$ cat src/rtl/sb_fp_pkg.sv
// rtl/sb_fp_pkg.sv - shared single-precision float constants and types
//
// Used by the sequential divider and the sequential multiplier.
// Field widths, bias, canonical quiet NaN, infinity magnitude, operand
// class encoding and the divider state encoding.

package sb_fp_pkg;

  localparam int FP_EXP_W = 8;
  localparam int FP_MAN_W = 23;
  localparam int FP_BIAS  = 127;

  localparam logic [31:0] QNAN    = 32'h7FC0_0000;
  localparam logic [31:0] INF_MAG = 32'h7F80_0000;

  typedef enum logic [1:0] {
    CLS_ZERO,
    CLS_NORM,
    CLS_INF,
    CLS_NAN
  } fp_class_e;

  typedef enum logic [2:0] {
    ST_IDLE,
    ST_UNPACK,
    ST_DIVIDE,
    ST_NORM,
    ST_DONE
  } div_state_e;

endpackage

$ cat src/rtl/sb_fp_classify.sv
// rtl/sb_fp_classify.sv - combinational float operand classifier
//
// Ports:
//   op_i   : IEEE-754 operand
//   cls_o  : ZERO (exponent 0, subnormals flushed), INF, NAN or NORM
//   sign_o : sign bit
//   exp_o  : biased exponent field
//   man_o  : mantissa with the hidden 1 prepended (meaningful for NORM only)

module sb_fp_classify
  import sb_fp_pkg::*;
#(
  parameter int EXP_W = FP_EXP_W,
  parameter int MAN_W = FP_MAN_W
) (
  input  logic [EXP_W+MAN_W:0] op_i,
  output fp_class_e            cls_o,
  output logic                 sign_o,
  output logic [EXP_W-1:0]     exp_o,
  output logic [MAN_W:0]       man_o
);

  logic [MAN_W-1:0] frac;

  assign sign_o = op_i[EXP_W+MAN_W];
  assign exp_o  = op_i[EXP_W+MAN_W-1:MAN_W];
  assign frac   = op_i[MAN_W-1:0];
  assign man_o  = {1'b1, frac};

  always_comb begin
    cls_o = CLS_NORM;
    if (exp_o == '0) begin
      cls_o = CLS_ZERO;
    end else if (exp_o == '1) begin
      cls_o = (frac == '0) ? CLS_INF : CLS_NAN;
    end
  end

endmodule

$ cat src/rtl/sb_divider.sv
// rtl/sb_divider.sv - sequential single-precision float divider (a / b)
//
// Restoring mantissa division, one quotient bit per clock, truncation.
// Ports:
//   clk, rst_n  : clock (rising edge), asynchronous active-low reset
//   start       : request, sampled only in IDLE
//   a, b        : dividend and divisor
//   busy        : high from the cycle after acceptance until done
//   done        : one-cycle pulse, result and flags valid
//   result      : quotient, held until the next accepted start
//   overflow, underflow, div_by_zero, invalid : mutually exclusive flags

module sb_divider
  import sb_fp_pkg::*;
#(
  parameter int EXP_W = FP_EXP_W,
  parameter int MAN_W = FP_MAN_W,
  parameter int BIAS  = FP_BIAS
) (
  input  logic                 clk,
  input  logic                 rst_n,
  input  logic                 start,
  input  logic [EXP_W+MAN_W:0] a,
  input  logic [EXP_W+MAN_W:0] b,
  output logic                 busy,
  output logic                 done,
  output logic [EXP_W+MAN_W:0] result,
  output logic                 overflow,
  output logic                 underflow,
  output logic                 div_by_zero,
  output logic                 invalid
);

  localparam int FP_W    = 1 + EXP_W + MAN_W;
  localparam int Q_W     = MAN_W + 2;          // quotient bits, one per DIVIDE cycle
  localparam int REM_W   = MAN_W + 3;          // remainder stays below 2*divisor
  localparam int SE_W    = EXP_W + 2;          // exponent with sign and headroom
  localparam int CNT_W   = $clog2(Q_W);
  localparam int EXP_MAX = (1 << EXP_W) - 1;

  div_state_e         state_q, state_d;
  logic [FP_W-1:0]    a_q, a_d, b_q, b_d;
  logic               sign_q, sign_d;
  logic [SE_W-1:0]    exp_q, exp_d;
  logic [REM_W-1:0]   rem_q, rem_d;
  logic [MAN_W:0]     div_q, div_d;
  logic [Q_W-1:0]     quo_q, quo_d;
  logic [CNT_W-1:0]   cnt_q, cnt_d;
  logic [FP_W-1:0]    result_q, result_d;
  logic               ovf_q, ovf_d, unf_q, unf_d, dbz_q, dbz_d, inv_q, inv_d;

  fp_class_e          cls_a, cls_b;
  logic               sa, sb;
  logic [EXP_W-1:0]   ea, eb;
  logic [MAN_W:0]     ma, mb;

  logic [REM_W-1:0]   rem_diff;
  logic               rem_ge;
  logic [SE_W-1:0]    exp_n;
  logic [MAN_W-1:0]   man_n;
  logic [FP_W-1:0]    inf_s, zero_s;

  sb_fp_classify #(.EXP_W(EXP_W), .MAN_W(MAN_W)) u_cls_a (
    .op_i(a_q), .cls_o(cls_a), .sign_o(sa), .exp_o(ea), .man_o(ma)
  );

  sb_fp_classify #(.EXP_W(EXP_W), .MAN_W(MAN_W)) u_cls_b (
    .op_i(b_q), .cls_o(cls_b), .sign_o(sb), .exp_o(eb), .man_o(mb)
  );

  assign rem_diff = rem_q - {2'b00, div_q};
  assign rem_ge   = rem_q >= {2'b00, div_q};

  // A leading zero quotient bit means the mantissa ratio was below 1.
  assign exp_n = quo_q[Q_W-1] ? exp_q : exp_q - SE_W'(1);
  assign man_n = quo_q[Q_W-1] ? quo_q[MAN_W:1] : quo_q[MAN_W-1:0];

  assign inf_s  = {sa ^ sb, INF_MAG[FP_W-2:0]};
  assign zero_s = {sa ^ sb, {(FP_W-1){1'b0}}};

  always_comb begin
    state_d  = state_q;
    a_d      = a_q;
    b_d      = b_q;
    sign_d   = sign_q;
    exp_d    = exp_q;
    rem_d    = rem_q;
    div_d    = div_q;
    quo_d    = quo_q;
    cnt_d    = cnt_q;
    result_d = result_q;
    ovf_d    = ovf_q;
    unf_d    = unf_q;
    dbz_d    = dbz_q;
    inv_d    = inv_q;

    case (state_q)
      ST_IDLE: begin
        if (start) begin
          a_d      = a;
          b_d      = b;
          result_d = '0;
          ovf_d    = 1'b0;
          unf_d    = 1'b0;
          dbz_d    = 1'b0;
          inv_d    = 1'b0;
          state_d  = ST_UNPACK;
        end
      end

      ST_UNPACK: begin
        sign_d  = sa ^ sb;
        state_d = ST_DONE;
        if (cls_a == CLS_NAN || cls_b == CLS_NAN ||
            (cls_a == CLS_ZERO && cls_b == CLS_ZERO) ||
            (cls_a == CLS_INF  && cls_b == CLS_INF)) begin
          result_d = QNAN[FP_W-1:0];
          inv_d    = 1'b1;
        end else if (cls_b == CLS_ZERO && cls_a == CLS_NORM) begin
          result_d = inf_s;
          dbz_d    = 1'b1;
        end else if (cls_a == CLS_ZERO || cls_b == CLS_INF) begin
          result_d = zero_s;
        end else if (cls_a == CLS_INF) begin
          result_d = inf_s;
        end else begin
          exp_d   = SE_W'(ea) - SE_W'(eb) + SE_W'(BIAS);
          rem_d   = {2'b00, ma};
          div_d   = mb;
          quo_d   = '0;
          cnt_d   = '0;
          state_d = ST_DIVIDE;
        end
      end

      ST_DIVIDE: begin
        rem_d = (rem_ge ? rem_diff : rem_q) << 1;
        quo_d = {quo_q[Q_W-2:0], rem_ge};
        cnt_d = cnt_q + CNT_W'(1);
        if (cnt_q == CNT_W'(Q_W - 1)) begin
          state_d = ST_NORM;
        end
      end

      ST_NORM: begin
        state_d = ST_DONE;
        // exp_n MSB set means the biased exponent went negative.
        if (!exp_n[SE_W-1] && exp_n >= SE_W'(EXP_MAX)) begin
          result_d = {sign_q, INF_MAG[FP_W-2:0]};
          ovf_d    = 1'b1;
        end else if (exp_n[SE_W-1] || exp_n == '0) begin
          result_d = {sign_q, {(FP_W-1){1'b0}}};
          unf_d    = 1'b1;
        end else begin
          result_d = {sign_q, exp_n[EXP_W-1:0], man_n};
        end
      end

      ST_DONE: begin
        state_d = ST_IDLE;
      end

      default: begin
        state_d = ST_IDLE;
      end
    endcase
  end

  always_ff @(posedge clk or negedge rst_n) begin
    if (!rst_n) begin
      state_q  <= ST_IDLE;
      a_q      <= '0;
      b_q      <= '0;
      sign_q   <= 1'b0;
      exp_q    <= '0;
      rem_q    <= '0;
      div_q    <= '0;
      quo_q    <= '0;
      cnt_q    <= '0;
      result_q <= '0;
      ovf_q    <= 1'b0;
      unf_q    <= 1'b0;
      dbz_q    <= 1'b0;
      inv_q    <= 1'b0;
    end else begin
      state_q  <= state_d;
      a_q      <= a_d;
      b_q      <= b_d;
      sign_q   <= sign_d;
      exp_q    <= exp_d;
      rem_q    <= rem_d;
      div_q    <= div_d;
      quo_q    <= quo_d;
      cnt_q    <= cnt_d;
      result_q <= result_d;
      ovf_q    <= ovf_d;
      unf_q    <= unf_d;
      dbz_q    <= dbz_d;
      inv_q    <= inv_d;
    end
  end

  assign busy        = (state_q == ST_UNPACK) || (state_q == ST_DIVIDE) || (state_q == ST_NORM);
  assign done        = (state_q == ST_DONE);
  assign result      = result_q;
  assign overflow    = ovf_q;
  assign underflow   = unf_q;
  assign div_by_zero = dbz_q;
  assign invalid     = inv_q;

endmodule

$ cat config.mk
export PLATFORM = sky130hd
export DESIGN_NAME = sb_divider
export DESIGN_NICKNAME = d
export VERILOG_FILES = /design/src/rtl/sb_fp_pkg.sv /design/src/rtl/sb_fp_classify.sv /design/src/rtl/sb_divider.sv
export SDC_FILE = /design/constraint.sdc
export NUM_CORES = 1
export LEC_CHECK = 0
export CAP_MARGIN = 20
export CORE_ASPECT_RATIO = 0.7
export CORE_UTILIZATION = 52
export CTS_CLUSTER_DIAMETER = 80
export DETAILED_ROUTE_END_ITERATION = 16
export GPL_TIMING_DRIVEN = 1
export PLACE_DENSITY = 0.8
export SETUP_SLACK_MARGIN = 0.3
export SLEW_MARGIN = 20
export SYNTH_ARGS = -nofsm -noshare
export SYNTH_HDL_FRONTEND = slang
export SYNTH_SLANG_ARGS = --single-unit
$ cat constraint.sdc
create_clock -name clk -period 2.69 [get_ports clk]
set_clock_uncertainty 0.1 [all_clocks]
set_input_delay 0.269 -clock clk [delete_from_list [all_inputs] [get_ports clk]]
set_output_delay 0.269 -clock clk [all_outputs]
set_load 0.02 [all_outputs]
==> metrics, run 1 <==
Synthesized Nets=between 1k and 1.5k; crit-path max FO=10; core area=about 19000 um2; Placer Congestion=0.948; CP startpoint kind=flip-flop; crit share post-route=~99%; DRC Markers=0; CTS tree=yes; port bufs=104; fmax=376 MHz; FF+latch count, synth=~190; Worst-Margin Slew=0.781 ns; cell count after synthesis=1150; Final ANT Viol Nets=0; synthesized area=around 10000 um2; largest family of logic cells by synthesized area=simple AND/OR/NAND/NOR gates; slew margin rel.=a little under half; H-tree Lvls=4; initial cell density of the core=a little over half; WP data required=approximately 2.9 ns; clk sinks=roughly 190; area share of xor/xnor cells in the synthesized design=3.41%; Total Nets Final=1415; first-pass GRT wire length=about 44000 um; Reg clk slew, reported paths=about 0.080 ns; Num CTS Buffers=17; vias per std cell=about 5.7; WL/cell=17.1 um; root buffer cell=clkbuf_16; Synth cell types=74; chip height=around 120 um; RSZ-0062 raised after global routing=true; DR iter-0 viols=~850; multiplexer share of the synthesized area=slightly above 4%; Worst Hold Class=in2reg; Tot GR Track Use=27.5%; area of the die=20300 um2; P_leak=~6 nW; area delta synth->final=30.1%; Post-synth ARST share=between 90% and 100%; final slew viol count=0; diodes inserted=0; syn avg cell area=slightly below 9 um2; dominant synthesized flop cell=dfrtp_1; max-cap violations=0; DR pass1 iterations=5; simple-gate share of the synthesized area=20.5%; Worst IR Drop VDD=~0.00075 V; maximum buffer depth of the clock tree=2; CP Capture Type=flip-flop; Final Hold Viols=0; total power=0.0193 W; share of post-route cells with drive strength above 1=between 10% and 20%; I/O Pins=approximately 110; Seq/Total Area, Yosys=a little under half; vias in the first global route=between 8k and 9k; Compound-Gate Fraction of Synth Area=approximately 16%; kind of critical path=reg2reg; minimum clock period=roughly 2.7 ns; hpwl dp=around 18000 um; yosys warns=0; Worst EP arrival=2.86 ns; EDFF count, synth=0; WL final=27100 um; FILL cells=approximately 1.4k; initial antenna violation count=0; largest net degree at the start of global routing=75; num rows=between 40 and 50; Final Setup Violations=0; status=completed; final core utilization=a little over two thirds; Die W=170 um; Synth Area in Adders=around 4.8%; grt ovf=0; worst-skew pair later-pin latency=approximately 0.44 ns; PD cells=1450 nW/um2; vias after detailed routing=around 9.1k; setup TNS=0 ns
-- synthesized netlist by cell type, types with 22 or more instances --
cell type / n / area, um2
nand2_1: 322 / 1210
dfrtp_1: 194 / 4850
o21ai_0: 123 / 616
inv_1: 45 / 169
nor2_1: 41 / 154
clkbuf_1: 40 / 150
mux2i_1: 39 / 390
ha_1: 36 / 450
a21oi_1: 25 / 125
a22oi_1: 23 / 173
xnor2_1: 22 / 193
-- logic make-up (layout without fill, tap and decap cells) --
group	Yosys count	in the layout
flops	194	194
mux	41	41
buf+inv	102	272
fa+ha+maj	38	38
xor+xnor	40	40
simple gates	477	480
compound gates	258	258
-- final timing paths --
path	cells after the start	slack, ns	startpoint	to
worst max-delay path	12	0.03	div_q[0]$_DFFE_PN0P_	rem_q[8]$_DFFE_PN0P_
worst min-delay path	3	0.25	b[5]	b_q[5]$_DFFE_PN0P_
worst max register to register	12	0.03	div_q[0]$_DFFE_PN0P_	rem_q[8]$_DFFE_PN0P_
worst min register to register	2	0.37	div_q[23]$_DFFE_PN0P_	div_q[23]$_DFFE_PN0P_
max in group asynchronous	3	1.37	rst_n	a_q[24]$_DFFE_PN0P_
min in group asynchronous	2	0.31	rst_n	overflow$_DFFE_PN0P_
-- cell type report --
cell class,count,area [um2],area share [%]
Clock buffer,18,429,3.21
Sequential cell,194,4860,36.4
Tap cell,264,330,2.47
Inverter,45,171,1.28
Clock inverter,14,160,1.20
Multi-Input combinational cell,857,5570,41.7
Timing Repair Buffer,195,1840,13.8
-- placed cells by master, fill, tap and decap left out, types with 11 or more instances in the layout --
cell type        count
nand2_1            319
a22oi_1             23
o21ai_0             70
nor3_1              12
nand3_1             14
a21oi_1             13
xnor2_1             18
clkbuf_16           17
ha_1                29
dfrtp_1            192
buf_4               75
clkdlybuf4s50_1    103
a21o_1              18
inv_1               39
nand4_1             18
nor2_1              36
xor2_1              13
mux2i_1             37
o21ai_2             26
o21a_1              14
nor4_1              12
a21oi_2             11
o21ai_1             28
-- per-stage QoR --
step	hold WS, ns	setup slack [ns]	instance area (um2)	std cells
final	0.248	0.0296	13400	1587
after global routing	0.261	-0.104	13400	1587
after CTS	0.245	0.0173	13000	1573
after detailed placement	0.240	-0.0590	11900	1514
after global placement	0.227	0.0122	11900	1514
after floorplan	-0.127	0.0921	10400	1150
-- flip-flops by register name (all words and copies together), names as in the netlist --
| signal | flops |
|---|---|
| div_by_zero | 1 |
| rem_q | 26 |
| sign_q | 1 |
| overflow | 1 |
| invalid | 1 |
| div_q | 24 |
| result | 32 |
| underflow | 1 |
| quo_q | 25 |
| exp_q | 10 |
| b_q | 32 |
| state_q | 3 |
| a_q | 32 |
| cnt_q | 5 |
-- report_power, final --
part / internal [W] / switching [W] / total, W
clock network: 0.00133 / 0.00123 / 0.00256
logic: 0.00537 / 0.00643 / 0.0118
registers: 0.00400 / 0.000986 / 0.00499
total: 0.0107 / 0.00865 / 0.0193
-- layer usage --
layer | track usage [%] | part of all wire (%)
met5 | 0 | 0
met4 | 6.25 | 1.5
met3 | 3.83 | 4.9
met2 | 45.9 | 48
met1 | 38.2 | 45
-- critical path: stages (launching register included) --
cell,delay [ns]
dfrtp_1,0.41
ha_4,0.18
fa_2,0.36
nor2b_2,0.13
o31a_1,0.17
o211ai_1,0.14
a21oi_2,0.25
nor3_4,0.07
nor2_4,0.14
buf_12,0.15
buf_12,0.12
mux2i_1,0.21
o21ai_1,0.08
-- repair_timing --
item                                   4_1_cts  5_1_grt
gates cloned                                 3        0
pin swaps                                   29       30
endpoints found under the hold margin       66        0
gates resized for setup                     64       70
hold buffers                                 1        0
buffers inserted                            23       14
setup endpoints to repair                   62       99
Power figures use the tool's default switching activity.
==> inputs of run 2 (changes only) <==
- CORE_MARGIN: unset -> 4
==> run 2 against run 1 <==
Effect of this change: the flow now finishes with violations (negative setup slack); critical path depth decreased by 1; sequential share of layout area grew 0.32 points; clock power about the same; final area fell by 0.86%; non-clock buffer count shrank 6; critical path type unchanged; highest routed layer unchanged.
==> metrics, run 2 (synthesis results as in run 1) <==
Worst IR Drop VDD=0.000757 V (was 0.000748 V); root buffer cell=clkbuf_16 (unchanged); Setup crit start=exp_q[0]$_DFFE_PN0P_ (was div_q[0]$_DFFE_PN0P_); CP startpoint kind=flip-flop (unchanged); grt ovf=0 (unchanged); Setup WS post-layout=-0.0498 ns (was 0.0296 ns); Num CTS Buffers=17 (unchanged); Hold Startpoint=a[27] (was b[5]); DR iter-0 viols=923 (was 853); maximum buffer depth of the clock tree=2 (unchanged); worst path buffer plus inverter count=3 (was 2); total power=0.0190 W (was 0.0193 W); diodes inserted=0 (unchanged); chip height=126 um (was 120 um); port bufs=104 (unchanged); area of the die=22100 um2 (was 20300 um2); vias in the first global route=8384 (was 8686); FF-to-FF Start=exp_q[0]$_DFFE_PN0P_ (was div_q[0]$_DFFE_PN0P_); H-tree Lvls=4 (unchanged); max incr delay on CP=0.51 ns (was 0.41 ns); FILL cells=1439 (was 1391); hpwl dp=18000 um (was 18200 um); crit path cell chain=inv_4 > ha_4 > or4b_4 > nor4b_4 > xnor2_2 > o31ai_4 > buf_6 > a2bb2oi_4 > buf_6 > a21oi_2 > a31o_2 (was ha_4 > fa_2 > nor2b_2 > o31a_1 > o211ai_1 > a21oi_2 > nor3_4 > nor2_4 > buf_12 > buf_12 > mux2i_1 > o21ai_1); Tot GR Track Use=24.2% (was 27.5%); Total Nets Final=1409 (was 1415); Worst-Margin Slew=0.614 ns (was 0.781 ns); worst-skew pair later-pin latency=0.44 ns (about the same); status=finished, violations left (was completed); I/O Pins=105 (unchanged); DR pass1 iterations=5 (unchanged); most common cell after layout, fill and taps aside=nand2_1 (unchanged); final core utilization=69.2% (was 69.8%); P_leak=5.95 nW (was 5.97 nW); RSZ-0062 raised after global routing=true (unchanged); largest net degree at the start of global routing=75 (unchanged); PD cells=1440 nW/um2 (was 1450 nW/um2); core area=19100 um2 (unchanged); area delta synth->final=29.0% (was 30.1%); clk sinks=194 (unchanged); WP data required=2.92 ns (was 2.89 ns); Worst EP arrival=2.97 ns (was 2.86 ns); post-placement cell count=1509 (was 1514); kind of critical path=reg2reg (unchanged); max-cap violations=0 (unchanged); crit share post-route=102% (was 98.9%); Worst Hold Class=in2reg (unchanged); WL final=27200 um (was 27100 um); crit-path max FO=6 (was 10); Final Hold Viols=0 (unchanged); final cell count without fillers=1581 (was 1587); minimum clock period=2.74 ns (was 2.66 ns); violated checks=negative setup slack; vias per std cell=5.67 (was 5.71); CTS tree=yes (unchanged); CP top delay family=simple AND/OR/NAND/NOR gates (was compound AO/OA/AOI/OAI gates); final slew viol count=0 (unchanged); initial cell density of the core=53.7% (unchanged); WHS=0.250 ns (was 0.248 ns); Slowest-stage cell, CP=or4b_4 (was dfrtp_1); Final ANT Viol Nets=0 (unchanged); Placer Congestion=0.950 (was 0.948); initial antenna violation count=0 (unchanged); fmax=365 MHz (was 376 MHz); share of post-route cells with drive strength above 1=17.2% (was 18.9%); Setup WS pre-CTS=-0.0845 ns (was -0.0590 ns); num rows=42 (unchanged); slew margin rel.=59.1% (was 47.8%); DRC Markers=0 (unchanged); vias after detailed routing=8968 (was 9069); CP dominant cell by count=buf_6 (was buf_12); Reg clk slew, reported paths=0.08 ns (about the same); Final Setup Violations=8 (was 0); Die W=176 um (was 170 um); CP Capture Type=flip-flop (unchanged); first-pass GRT wire length=43200 um (was 44100 um); WL/cell=17.2 um (was 17.1 um); most frequent cells in the layout=nand2_1, dfrtp_1, clkdlybuf4s50_1, o21ai_0, buf_4 (was nand2_1, dfrtp_1, clkdlybuf4s50_1, buf_4, o21ai_0)
[run 2: worst reg2reg max path, stage by stage, from the launching register on]
cell and delay (ns):
dfrtp_1 0.41, inv_4 0.08, ha_4 0.13, or4b_4 0.51
nor4b_4 0.33, xnor2_2 0.17, o31ai_4 0.11, buf_6 0.14
a2bb2oi_4 0.27, buf_6 0.15, a21oi_2 0.04, a31o_2 0.21
[run 2: final cells by class]
class	instances	area (um2)	share of cell area, %
clock inverter	15	170	1.28
sequential	194	4860	36.7
multi-input combinational	857	5460	41.3
timing repair buffer	189	1830	13.8
clock buffer	17	425	3.21
tap	264	330	2.49
inverter	45	171	1.29
[run 2: per-stage QoR]
step	instance area (um2)	setup TNS (ns)
after floorplan	10400	0
after global placement	11900	0
after detailed placement	11900	-0.284
after CTS	12800	0
after global routing	13200	-2.10
final	13200	-0.263
[run 2: worst paths after layout]
| path | slack (ns) | depth (start not counted) | endpoint |
|---|---|---|---|
| worst max-delay path | -0.05 | 11 | result[29]$_DFFE_PN0P_ |
| worst min-delay path | 0.25 | 3 | a_q[27]$_DFFE_PN0P_ |
| worst max register to register | -0.05 | 11 | result[29]$_DFFE_PN0P_ |
| worst min register to register | 0.36 | 2 | div_q[23]$_DFFE_PN0P_ |
| max in group asynchronous | 1.40 | 3 | rem_q[12]$_DFFE_PN0P_ |
| min in group asynchronous | 0.31 | 2 | exp_q[7]$_DFFE_PN0P_ |
[run 2: metal layers]
metal	track usage [%]	routed length, um	up-vias
li1	-	-	4273
met3	4.50	1830	35
met2	37.8	12600	344
met1	35.7	12400	4316
met5	0	0	-
met4	4.81	415	0
[run 2: timing repair]
action	in CTS	in global routing
buffers inserted	18	17
pin swaps	31	20
hold buffers	1	0
gates cloned	4	0
hold endpoints to repair	72	0
setup endpoints to repair	62	83
gates resized for setup	46	70
[run 2: where the power goes]
part           switching [W]  internal [W]
clock network        0.00126       0.00132
logic                0.00622       0.00525
registers           0.000991       0.00400
total                0.00847        0.0106
